**config.mk**
```make
export PLATFORM = sky130hd
export DESIGN_NAME = alu_serial
export DESIGN_NICKNAME = d
export VERILOG_FILES = /design/src/rtl/alu_serial.sv
export SDC_FILE = /design/constraint.sdc
export NUM_CORES = 1
export LEC_CHECK = 0
export ABC_AREA = 1
export ABC_CLOCK_PERIOD_IN_PS = 5200
export BUFFER_PORTS_ARGS = -buffer_cell sky130_fd_sc_hd__buf_2
export CELL_PAD_IN_SITES_DETAIL_PLACEMENT = 0
export CELL_PAD_IN_SITES_GLOBAL_PLACEMENT = 1
export CORE_ASPECT_RATIO = 1.4
export CORE_MARGIN = 4
export CORE_UTILIZATION = 47
export CTS_BUF_LIST = sky130_fd_sc_hd__clkbuf_4
export DETAILED_ROUTE_END_ITERATION = 10
export PLACE_DENSITY = 0.92
export SYNTH_ARGS = -nofsm -noshare
export SYNTH_HDL_FRONTEND = slang
export SYNTH_SLANG_ARGS = --single-unit
```
**constraint.sdc**
```tcl
create_clock -name clk -period 5.2 [get_ports clk]
set_input_delay 1.56 -clock clk [delete_from_list [all_inputs] [get_ports clk]]
set_output_delay 1.56 -clock clk [all_outputs]
set_load 0.03 [all_outputs]
```
**src/rtl/alu_serial.sv**
```systemverilog
// alu_serial: bit-serial execute unit; consumes rs1/rs2 LSB-first and drives the
// serial register-file strobes. SLT spends a second pass writing its 0/1 result.
module alu_serial #(
  parameter int REG_WIDTH = 8
) (
  input  logic                 clk,
  input  logic                 rstn,
  input  logic                 start,
  input  logic [2:0]           opcode,
  input  logic                 use_imm,
  input  logic [REG_WIDTH-1:0] imm,
  input  logic                 rs1_bit,
  input  logic                 rs2_bit,
  output logic                 reg_shift_en,
  output logic                 wr_en,
  output logic                 wr_bit,
  output logic                 busy,
  output logic                 done,
  output logic                 flag_zero,
  output logic                 flag_carry
);
  localparam int CNT_W = (REG_WIDTH > 1) ? $clog2(REG_WIDTH) : 1;
  localparam logic [CNT_W-1:0] CNT_LAST = CNT_W'(REG_WIDTH - 1);

  localparam logic [2:0] OP_ADD  = 3'b000;
  localparam logic [2:0] OP_SUB  = 3'b001;
  localparam logic [2:0] OP_AND  = 3'b010;
  localparam logic [2:0] OP_OR   = 3'b011;
  localparam logic [2:0] OP_XOR  = 3'b100;
  localparam logic [2:0] OP_SLT  = 3'b101;
  localparam logic [2:0] OP_CMP  = 3'b110;
  localparam logic [2:0] OP_MOVI = 3'b111;

  typedef enum logic [1:0] {S_IDLE, S_PASS1, S_PASS2, S_DONE} state_t;

  state_t               state, state_nxt;
  logic [CNT_W-1:0]     cnt;
  logic                 carry, sticky;
  logic [2:0]           op_q;
  logic                 use_imm_q;
  logic [REG_WIDTH-1:0] imm_sr;
  logic                 a_msb, binv_msb, r_msb;

  logic sub_like, arith, is_write, b_eff, r, carry_nxt, last, lt;

  always_comb begin
    sub_like  = (op_q == OP_SUB) || (op_q == OP_CMP) || (op_q == OP_SLT);
    arith     = sub_like || (op_q == OP_ADD);
    is_write  = !((op_q == OP_CMP) || (op_q == OP_SLT));
    b_eff     = (use_imm_q ? imm_sr[0] : rs2_bit) ^ sub_like;
    carry_nxt = (rs1_bit & b_eff) | (rs1_bit & carry) | (b_eff & carry);
    case (op_q)
      OP_AND:  r = rs1_bit & b_eff;
      OP_OR:   r = rs1_bit | b_eff;
      OP_XOR:  r = rs1_bit ^ b_eff;
      OP_MOVI: r = imm_sr[0];
      default: r = rs1_bit ^ b_eff ^ carry;
    endcase
    last = (cnt == CNT_LAST);
    // Signed less-than from the subtraction MSBs: N xor overflow.
    lt   = r_msb ^ ((a_msb ~^ binv_msb) & (a_msb ^ r_msb));
  end

  always_ff @(posedge clk or negedge rstn) begin
    if (!rstn) state <= S_IDLE;
    else       state <= state_nxt;
  end

  always_comb begin
    state_nxt    = state;
    reg_shift_en = 1'b0;
    wr_en        = 1'b0;
    wr_bit       = 1'b0;
    done         = 1'b0;
    busy         = (state != S_IDLE);
    case (state)
      S_IDLE: if (start) state_nxt = S_PASS1;
      S_PASS1: begin
        if (is_write) begin
          wr_en  = 1'b1;
          wr_bit = r;
        end else begin
          reg_shift_en = 1'b1;
        end
        if (last) state_nxt = (op_q == OP_SLT) ? S_PASS2 : S_DONE;
      end
      S_PASS2: begin
        wr_en  = 1'b1;
        wr_bit = (cnt == '0) ? lt : 1'b0;
        if (last) state_nxt = S_DONE;
      end
      S_DONE: begin
        done      = 1'b1;
        state_nxt = S_IDLE;
      end
      default: state_nxt = S_IDLE;
    endcase
  end

  always_ff @(posedge clk or negedge rstn) begin
    if (!rstn) begin
      cnt        <= '0;
      carry      <= 1'b0;
      sticky     <= 1'b0;
      flag_zero  <= 1'b0;
      flag_carry <= 1'b0;
    end else begin
      case (state)
        S_IDLE: if (start) begin
          cnt    <= '0;
          sticky <= 1'b0;
          carry  <= (opcode == OP_SUB) || (opcode == OP_CMP) || (opcode == OP_SLT);
        end
        S_PASS1: begin
          cnt    <= last ? '0 : cnt + 1'b1;
          sticky <= sticky | r;
          if (arith) carry <= carry_nxt;
          if (last) begin
            flag_zero  <= ~(sticky | r);
            flag_carry <= arith ? carry_nxt : carry;
          end
        end
        S_PASS2: cnt <= last ? '0 : cnt + 1'b1;
        default: ;
      endcase
    end
  end

  // Operand latches and MSB captures carry no reset: only the FSM gates their use.
  always_ff @(posedge clk) begin
    if (state == S_IDLE && start) begin
      op_q      <= opcode;
      use_imm_q <= use_imm;
      imm_sr    <= imm;
    end else if (state == S_PASS1) begin
      imm_sr <= imm_sr >> 1;
      if (last) begin
        a_msb    <= rs1_bit;
        binv_msb <= b_eff;
        r_msb    <= r;
      end
    end
  end
endmodule

```
; Yosys cells after proc, flatten, opt, wreduce, memory -nomap -nowiden
; Cells that the tools add are included.
; W data, S select, Z words.
[word_totals]
wordCells = 91
ff_bits = 24
out_inout_bits = 7
[op_classes]
mux = 25
add_sub_neg = 1
n_bitwise = 16
reduce_logical = 20
eq_ne = 17
[ops]
columns = cell, count
row1 = $eq A3 B3 Y1 const B, 7
row2 = $mux W8, 2
row3 = $mux W1, 11
row4 = $pmux W1 S2, 4
row5 = $pmux W2 S4, 1
row6 = $reduce_bool A2 Y1, 4
row7 = $eq A3 B1 Y1 const B, 2
row8 = $eq A3 B2 Y1 const B, 2
row9 = $logic_not A3 Y1, 2
row10 = $logic_or A1 B1 Y1, 6
row11 = $mux W2, 3
row12 = $mux W3, 2
row13 = $ne A2 B2 Y1 const B, 3
row14 = $pmux W3 S2, 1
row15 = $reduce_and A2 Y1, 3
row16 = $reduce_and A3 Y1, 2
row17 = $xor A1 B1 Y1, 5
row18 = $and A1 B1 Y1, 4
row19 = $eq A2 B2 Y1 const B, 2
row20 = $or A1 B1 Y1, 4
row21 = $pmux W1 S4, 1
row22 = $add A3 B1 Y3 const B, 1
row23 = $eq A2 B1 Y1 const B, 1
row24 = $logic_not A2 Y1, 1
row25 = 4 further kinds, 5

; Logic depth before layout (Yosys ltp)
; Gate-level depths: netlist of the first run.
[depth]
depth_word = 9
ltp_mapped = 15
mapped_depth_nobuf = 15

; Worst setup path after synthesis of the first run
; Ideal clock, no wire load.
[synth_timing]
path_type = input-to-output
startpoint = input port rs2_bit
endpoint = output port wr_bit
setup_slack_ps = 777
n_path_buf = 0
arrival_time_ps = 2863
stages = 10
path_cell_list = nand2_1 > nand2_1 > inv_1 > nand2_4 > nand2_1 > inv_1 > fa_1 > nand2_1 > nand3_1 > a21oi_2
[synth_between]
elab_chain_cells = 7
word_cells_on_any_way = 9
[synth_lines]
columns = item, line_no
row1 = from (decl), 13  ; input logic rs2_bit,
row2 = $mux W1 (*), 50  ; b_eff = (use_imm_q ? imm_sr[0] : rs2_bit) ^ sub_like;
row3 = $xor A1 B1 Y1 (*), 50
row4 = named net b_eff, 44  ; logic sub_like, arith, is_write, b_eff, r, carry_nxt, last, lt;
row5 = $xor A1 B1 Y1, "55, 57"
row6 = $xor A1 B1 Y1, 57  ; default: r = rs1_bit ^ b_eff ^ carry;
row7 = $pmux W1 S4 (*), 52  ; case (op_q)
row8 = $mux W1 (*), 79  ; if (is_write) begin
row9 = $pmux W1 S2 (*), 76  ; case (state)
row10 = to (decl), 16  ; output logic wr_bit,
; Mark *: on every way through the listed nets, which the timed path passes. The rest lies on a longest branch.

; Worst setup path in the final report of the first run
; Ends and elaborated chain as after synthesis.

==> out/qor.csv, run 1 <==
stage,metric,value,unit
critical_path,r2r.worst_path.cells,5,
power,p_sw,380.8,µW
critical_path,cp_data_required_time,3.64,ns
synthesis,postSynthNetCount,176,
critical_path,timing.critical_path.arrival,3.00,ns
sta,hold_ws,0.5005,ns
sta,tightestPinTransition,0.3956,ns
die,core.rowCount,22,
synthesis,ys.warnings.count,0,
power,vdd_drop_max,0.3361,mV
sta,finalClockSkew,0.006767,ns
synthesis,syn_area_per_cell,9.092,µm²
finish,final_nets,202,
cts,cts_sinks,24,
power,power_frac_seq,39.6,%
global_route,grt_start_max_net_pins,14,
placement,dp.final_hpwl,2097,µm
critical_path,criticalPathCategory,in2out,
drt,average_detailed_routed_wire_length_per_instance,12.63,µm
sta,final-hold-violation-count,0,
die,die_ar,3840,µm²
drt,detailedRoute.firstPassIterationCount,4,
placement,routabilityCongestion,0.8861,
die,die-height,71.74,µm
global_route,global_route_wire_length_before_repair,4457,µm
die,dieWidth,53.53,µm
hold_path,hp-start,flag_zero,
sta,max-slew-margin-rel,73.35,%
sta,setup-violations-final,0,
power,clockPowerShare,10.8,%
sta,final_max_slew_viol_count,0,
critical_path,cp-startpoint,rs2_bit,
die,io_pins,24,
hold_path,cell_depth_of_the_worst_min_delay_path,2,
global_route,global_route_usage_sum,15.59,%
sta,min_period,4.564,ns
cts,post-cts-setup-buffer-count,0,
finish,layout-area-overhead-vs-synth,13.12,%
cts,postCtsHoldBufs,0,
synthesis,syn_inst,150,
drt,finalWirelength,2665,µm
sta,max_freq,219.1,MHz
power,intPower,472.9,µW
cts,tritoncts_clock_tree,yes,
global_route,grt_overflow,0,
power,static-leakage-power,0.7536,nW
hold_path,class_of_the_most_critical_hold_timing_path,reg2reg,
synthesis,synth.ff_latch_count,24,
critical_path,worstSetupEndpointType,output port,
cts,worstSkewPairLatency,0.32,ns
cts,htreeDepth,1,
synthesis,post_synth_num_cell_types,28,
outcome,status,completed,
synthesis,yosysTopAreaCellShare,33.03,%
synthesis,post-synth-top-area-cell,edfxtp_1,
drt,drc_errors,0,
sta,min_period_over_period,87.76,%
cts,cts_made_buffers,3,
finish,layout_common_cells,"nand2_1, buf_2, inv_1, edfxtp_1",
drt,detail_route.iter0.violations,32,
cts,cts.clk_slew.worst_paths,0.12,ns
synthesis,netlist_area,1364,µm²
synthesis,yosysSeqAreaShare,49.54,%
global_route,grt_antenna_before_repair,0,
cts,ctsLongestPathBuffers,2,
drt,detailroute.via_count,1074,
power,comb_power_share,49.6,%
sta,unrepaired_setup_endpoints_after_global_routing,no,
power,switching_share,44.61,%
critical_path,crit_path_start_kind,input port,
die,core-area,2698,µm²
global_route,grt_pass1_vias,1081,
finish,final_layout_size_suffix_gt1_share,24.57,%
placement,port_buffers,23,
critical_path,timing.critical_path.fanout_max,3,
die,initial_utilization,50.56,%
finish,final_common_cell,nand2_1,
cts,postCtsResizedCells,0,
cts,cts_root_buf,clkbuf_4,
critical_path,timing.rr.start,state[1],
drt,route.antenna.remaining_nets,0,
finish,insertedDiodeCount,0,
drt,vias_per_cell,5.090,
power,power.density_cell_area,553.4,nW/µm²
synthesis,synth_top_cells_by_area,"edfxtp_1, dfrtp_1, nand2_1",
finish,fillerInstances,270,
sta,fin_setup_tns,0,ns
flow_run,max_cap_violations,0,
==> cell usage after synthesis <==
library cell,instances
o21a_1,2
inv_1,18
dfrtp_1,9
o21ai_1,1
a21oi_1,5
clkinv_1,1
fa_1,1
o22ai_1,1
buf_4,1
a21oi_2,1
nand2_2,6
edfxtp_1,15
o21ai_0,9
nand2_4,1
ha_1,8
nand2_1,41
a31oi_1,1
nor2_4,1
nand3_2,3
nor3_1,1
nand4_1,6
o211ai_1,2
maj3_1,1
nand3_1,5
nand3b_1,1
clkbuf_1,1
nor2_1,4
inv_2,4
==> through the flow <==
step / util (%) / area [µm²] / cells / power [mW] / setup slack (ns)
after floorplan: - / 1364 / 150 / 0.6602 / 0.7770
after global placement: 56.08 / 1513 / 207 / 0.7504 / 0.6555
after detailed placement: 56.08 / 1513 / 207 / 0.7672 / 0.6178
after CTS: 57.19 / 1543 / 211 / 0.8604 / 0.6199
after global routing: 57.19 / 1543 / 211 / 0.9298 / 0.4761
final: 57.19 / 1543 / 211 / 0.8538 / 0.6364
==> state kept, by name (all words and copies together), names as in the netlist <==
| register | flops |
|---|---|
| imm_sr | 8 |
| cnt | 3 |
| flag_carry | 1 |
| a_msb | 1 |
| state | 2 |
| carry | 1 |
| binv_msb | 1 |
| flag_zero | 1 |
| sticky | 1 |
| use_imm_q | 1 |
| r_msb | 1 |
| op_q | 3 |
==> critical path, stage by stage <==
cell	delay, ns
buf_2	0.09
nand2_1	0.05
nand2_1	0.07
inv_1	0.09
nand2_4	0.06
nand2_1	0.07
inv_1	0.05
fa_1	0.44
nand2_1	0.11
nand3_1	0.09
a21oi_2	0.11
buf_2	0.20
==> final cells by class <==
cell class | count | area, µm² | area share, %
clock buffer | 4 | 30.03 | 1.946
sequential | 24 | 675.6 | 43.80
inverter | 23 | 86.33 | 5.596
timing repair buffer | 23 | 115.1 | 7.461
tap | 36 | 45.04 | 2.920
multi-input combinational | 101 | 590.6 | 38.28
==> final timing paths <==
path / to / slack [ns]
worst max-delay path: wr_bit / 0.64
worst max register to register: a_msb / 2.98
worst min register to register: flag_zero / 0.50
max in group asynchronous: cnt[1] / 3.94
min in group asynchronous: carry / 1.06
worst min-delay path: flag_zero / 0.50
==> metal layers <==
metal	routed length [µm]	vias up	GRT usage (%)
met4	47	0	6.250
met5	0	-	0
met2	1369	30	27.83
li1	-	549	-
met3	141	5	3.326
met1	1106	490	17.27
==> power groups by stage <==
stage / combinational, mW / clock [mW] / sequential, mW
3_3_place_gp: 0.411 / 0 / 0.339
3_5_place_dp: 0.424 / 0 / 0.343
4_1_cts: 0.428 / 0.0937 / 0.339
2_1_floorplan: 0.319 / 0 / 0.341
5_1_grt: 0.482 / 0.101 / 0.347
6_report: 0.423 / 0.0923 / 0.338
==> cells by family (layout without fill, tap and decap cells) <==
logic type | Yosys count | count (layout) | share of synthesized area [%]
buf+inv | 25 | 50 | 7.155
fa+ha+maj | 10 | 10 | 9.542
simple gates | 69 | 69 | 24.50
flops | 24 | 24 | 49.54
compound gates | 22 | 22 | 9.265
Note: power is estimated with default switching activity, not from simulation.
==> run 2, diff against run 1 <==
--- a/config.mk
+++ b/config.mk
@@ -5,14 +5,13 @@
 export SDC_FILE = /design/constraint.sdc
 export NUM_CORES = 1
 export LEC_CHECK = 0
-export ABC_AREA = 1
 export ABC_CLOCK_PERIOD_IN_PS = 5200
 export BUFFER_PORTS_ARGS = -buffer_cell sky130_fd_sc_hd__buf_2
 export CELL_PAD_IN_SITES_DETAIL_PLACEMENT = 0
 export CELL_PAD_IN_SITES_GLOBAL_PLACEMENT = 1
 export CORE_ASPECT_RATIO = 1.4
 export CORE_MARGIN = 4
-export CORE_UTILIZATION = 47
+export CORE_UTILIZATION = 49
 export CTS_BUF_LIST = sky130_fd_sc_hd__clkbuf_4
 export DETAILED_ROUTE_END_ITERATION = 10
 export PLACE_DENSITY = 0.92
==> run 2 against run 1 <==
Final area shrank 0.32%. Total power up 4.5%. Die area down 3.1%. Sequential power up 3%. Sequential cell count is the same. Worst hold slack about the same. Fmax is 11% lower.
==> out/qor.csv, run 2 <==
stage,metric,value,unit
outcome,status,completed,
finish,largest_register_ffs,8,
power,comb_power_share,51.7,%
sta,setup-violations-final,0,
critical_path,timing.critical_path.fanout_max,4,
sta,min_period,5.125,ns
drt,finalWirelength,2580,µm
critical_path,timing.critical_path.arrival,3.57,ns
synthesis,postSynthNetCount,146,
critical_path,crit_chain,buf_2 > mux2i_4 > xor2_1 > inv_1 > fa_1 > nor2b_2 > a211o_1 > nand4_2 > a41o_1 > buf_2,
critical_path,worstPathBufferInverterCount,3,
placement,routabilityCongestion,0.7436,
cts,postCtsResizedCells,0,
die,core.rowCount,22,
critical_path,crit_path_start_kind,input port,
die,die_ar,3721,µm²
die,io_pins,24,
global_route,global_route_usage_sum,14.88,%
synthesis,ys.warnings.count,0,
power,switching_share,41.22,%
cts,tritoncts_clock_tree,yes,
sta,finalClockSkew,0.004015,ns
cts,cts_root_buf,clkbuf_4,
power,intPower,524.5,µW
synthesis,yosysTopAreaCellShare,32.85,%
power,power_frac_seq,39.0,%
synthesis,post_synth_num_cell_types,38,
power,finalPower,892.4,µW
critical_path,timing.critical_path.slowest_stage_cell,fa_1,
placement,dp.final_hpwl,1995,µm
drt,drc_errors,0,
cts,cts_made_buffers,3,
drt,route.antenna.remaining_nets,0,
cts,worstSkewPairLatency,0.31,ns
synthesis,post_synth_most_frequent_cells,"edfxtp_1, inv_1, nand2_1",
synthesis,synth_compound_gate_area_share,12.23,%
finish,final_util,58.19,%
synthesis,dominantRegCellSynth,edfxtp_1,
synthesis,netlist_area,1371,µm²
cts,ctsLongestPathBuffers,2,
die,dieWidth,52.71,µm
hold_path,class_of_the_most_critical_hold_timing_path,reg2reg,
synthesis,synth_top_family_by_area,simple AND/OR/NAND/NOR gates,
finish,final_layout_size_suffix_gt1_share,29.66,%
synthesis,syn_area_per_cell,11.43,µm²
sta,fin_setup_tns,0,ns
die,initial_utilization,51.89,%
critical_path,cp_data_required_time,3.64,ns
critical_path,timing.critical_path.max_delay_family,compound AO/OA/AOI/OAI gates,
finish,max_flop_register,imm_sr,
finish,final_common_cell,buf_2,
finish,final_nets,172,
global_route,global_route_wire_length_before_repair,4167,µm
power,static-leakage-power,0.6946,nW
finish,largestRegisters,"imm_sr x8, cnt x3, op_q x3",
synthesis,post-synth-top-area-cell,edfxtp_1,
synthesis,synth_top_cells_by_area,"edfxtp_1, dfrtp_1, mux2_2",
synthesis,yosysSeqAreaShare,49.27,%
drt,vias_per_cell,5.160,
die,core-area,2643,µm²
power,clockPowerShare,9.4,%
sta,final-hold-violation-count,0,
sta,max_freq,195.1,MHz
drt,detailedRoute.firstPassIterationCount,4,
sta,hold_ws,0.5001,ns
flow_run,max_cap_violations,0,
drt,average_detailed_routed_wire_length_per_instance,14.25,µm
global_route,grt_start_max_net_pins,14,
synthesis,synth_fa_ha_area_share,8.759,%
power,vdd_drop_max,0.4285,mV
global_route,grt_pass1_vias,949,
global_route,grt_overflow,0,
synthesis,syn_inst,120,
sta,final_max_slew_viol_count,0,
critical_path,cpPeakStageDelay,0.44,ns
die,die-height,70.60,µm
finish,layout_common_cells,"buf_2, edfxtp_1, inv_1, nand2_1",
drt,detailroute.via_count,934,
synthesis,synth.ff_latch_count,24,
synthesis,async_flop_share,37.50,%
cts,htreeDepth,1,
critical_path,crit_path_frequent_cell,buf_2,
synthesis,synth_enable_flop_cells,15,
finish,layout-area-overhead-vs-synth,12.13,%
placement,port_buffers,23,
synthesis,post_synth_xor_area_fraction,1.916,%
synthesis,synthMostInstantiatedCell,edfxtp_1,
cts,cts.clk_slew.worst_paths,0.13,ns
global_route,grt_antenna_before_repair,0,
critical_path,criticalPathCategory,in2out,
synthesis,post_synth_mux_area_share,9.033,%
critical_path,worstSetupEndpointType,output port,
cts,cts_sinks,24,
finish,fillerInstances,234,
cts,postCtsHoldBufs,0,
finish,insertedDiodeCount,0,
power,power.density_cell_area,580.3,nW/µm²
synthesis,synth-simple-area-share,13.50,%
sta,min_period_over_period,98.56,%
sta,max-slew-margin-rel,67.41,%
drt,detail_route.iter0.violations,5,
sta,tightestPinTransition,0.4838,ns
power,p_sw,367.8,µW
-- run 2: layout make-up --
class / instances / area, µm² / area share [%]
inverters: 12 / 45.04 / 2.929
clock inverters: 1 / 3.754 / 0.2441
well taps: 36 / 45.04 / 2.929
clock buffers: 3 / 22.52 / 1.465
multi-input cells: 81 / 623.1 / 40.52
repair buffers: 24 / 122.6 / 7.974
flip-flops and latches: 24 / 675.6 / 43.94
-- run 2: logic make-up (layout without fill, tap and decap cells) --
logic type,Yosys count,count (layout)
xor+xnor,3,3
buf+inv,15,40
fa+ha+maj,9,9
mux,10,10
simple gates,34,34
compound gates,25,25
flops,24,24
-- run 2: metrics by stage --
stage / instances / setup slack [ns] / instance area [µm²]
final: 181 / 0.07479 / 1538
after global routing: 181 / -0.007101 / 1538
after CTS: 180 / 0.06946 / 1530
after detailed placement: 176 / 0.07938 / 1504
after global placement: 176 / 0.1735 / 1504
after floorplan: 120 / 0.3715 / 1371
-- run 2: path summary, 6_finish.rpt --
check	from	endpoint	slack (ns)	cells past startpoint
min in group asynchronous	rstn	carry	1.07	1
max in group asynchronous	rstn	sticky	3.95	1
hold / removal	flag_zero	flag_zero	0.50	2
setup / recovery	rs2_bit	wr_bit	0.07	10
hold reg to reg	flag_zero	flag_zero	0.50	2
setup reg to reg	op_q[1]	flag_zero	2.55	9
-- run 2: timing repair --
action | CTS | global route
buffers inserted | 0 | 1
endpoints found under the setup margin | 0 | 1
hold endpoints to repair | 0 | 0
-- run 2: power by group through the flow --
stage	clock network, mW	logic, mW	registers (mW)
floorplan	0	0.352	0.353
global placement	0	0.431	0.347
detailed placement	0	0.453	0.353
CTS	0.0838	0.459	0.348
global route	0.0933	0.510	0.357
finish	0.0838	0.461	0.348
-- run 2: metal layers --
metal	wire, µm	track usage (%)	vias up	share of wire, %
li1	-	-	475	-
met1	1113	18.13	444	43
met2	1366	25.55	11	53
met3	56	1.895	4	2.2
met4	44	6.534	0	1.7
met5	0	0	-	0
-- run 2: worst reg2reg max path, stage by stage (launching register included) --
cell       delay (ns)
edfxtp_1         0.54
and2b_2          0.27
a21oi_1          0.25
xor2_1           0.24
inv_1            0.08
fa_1             0.49
nand2b_1         0.10
a2bb2oi_1        0.19
nand4_2          0.16
o31ai_2          0.24
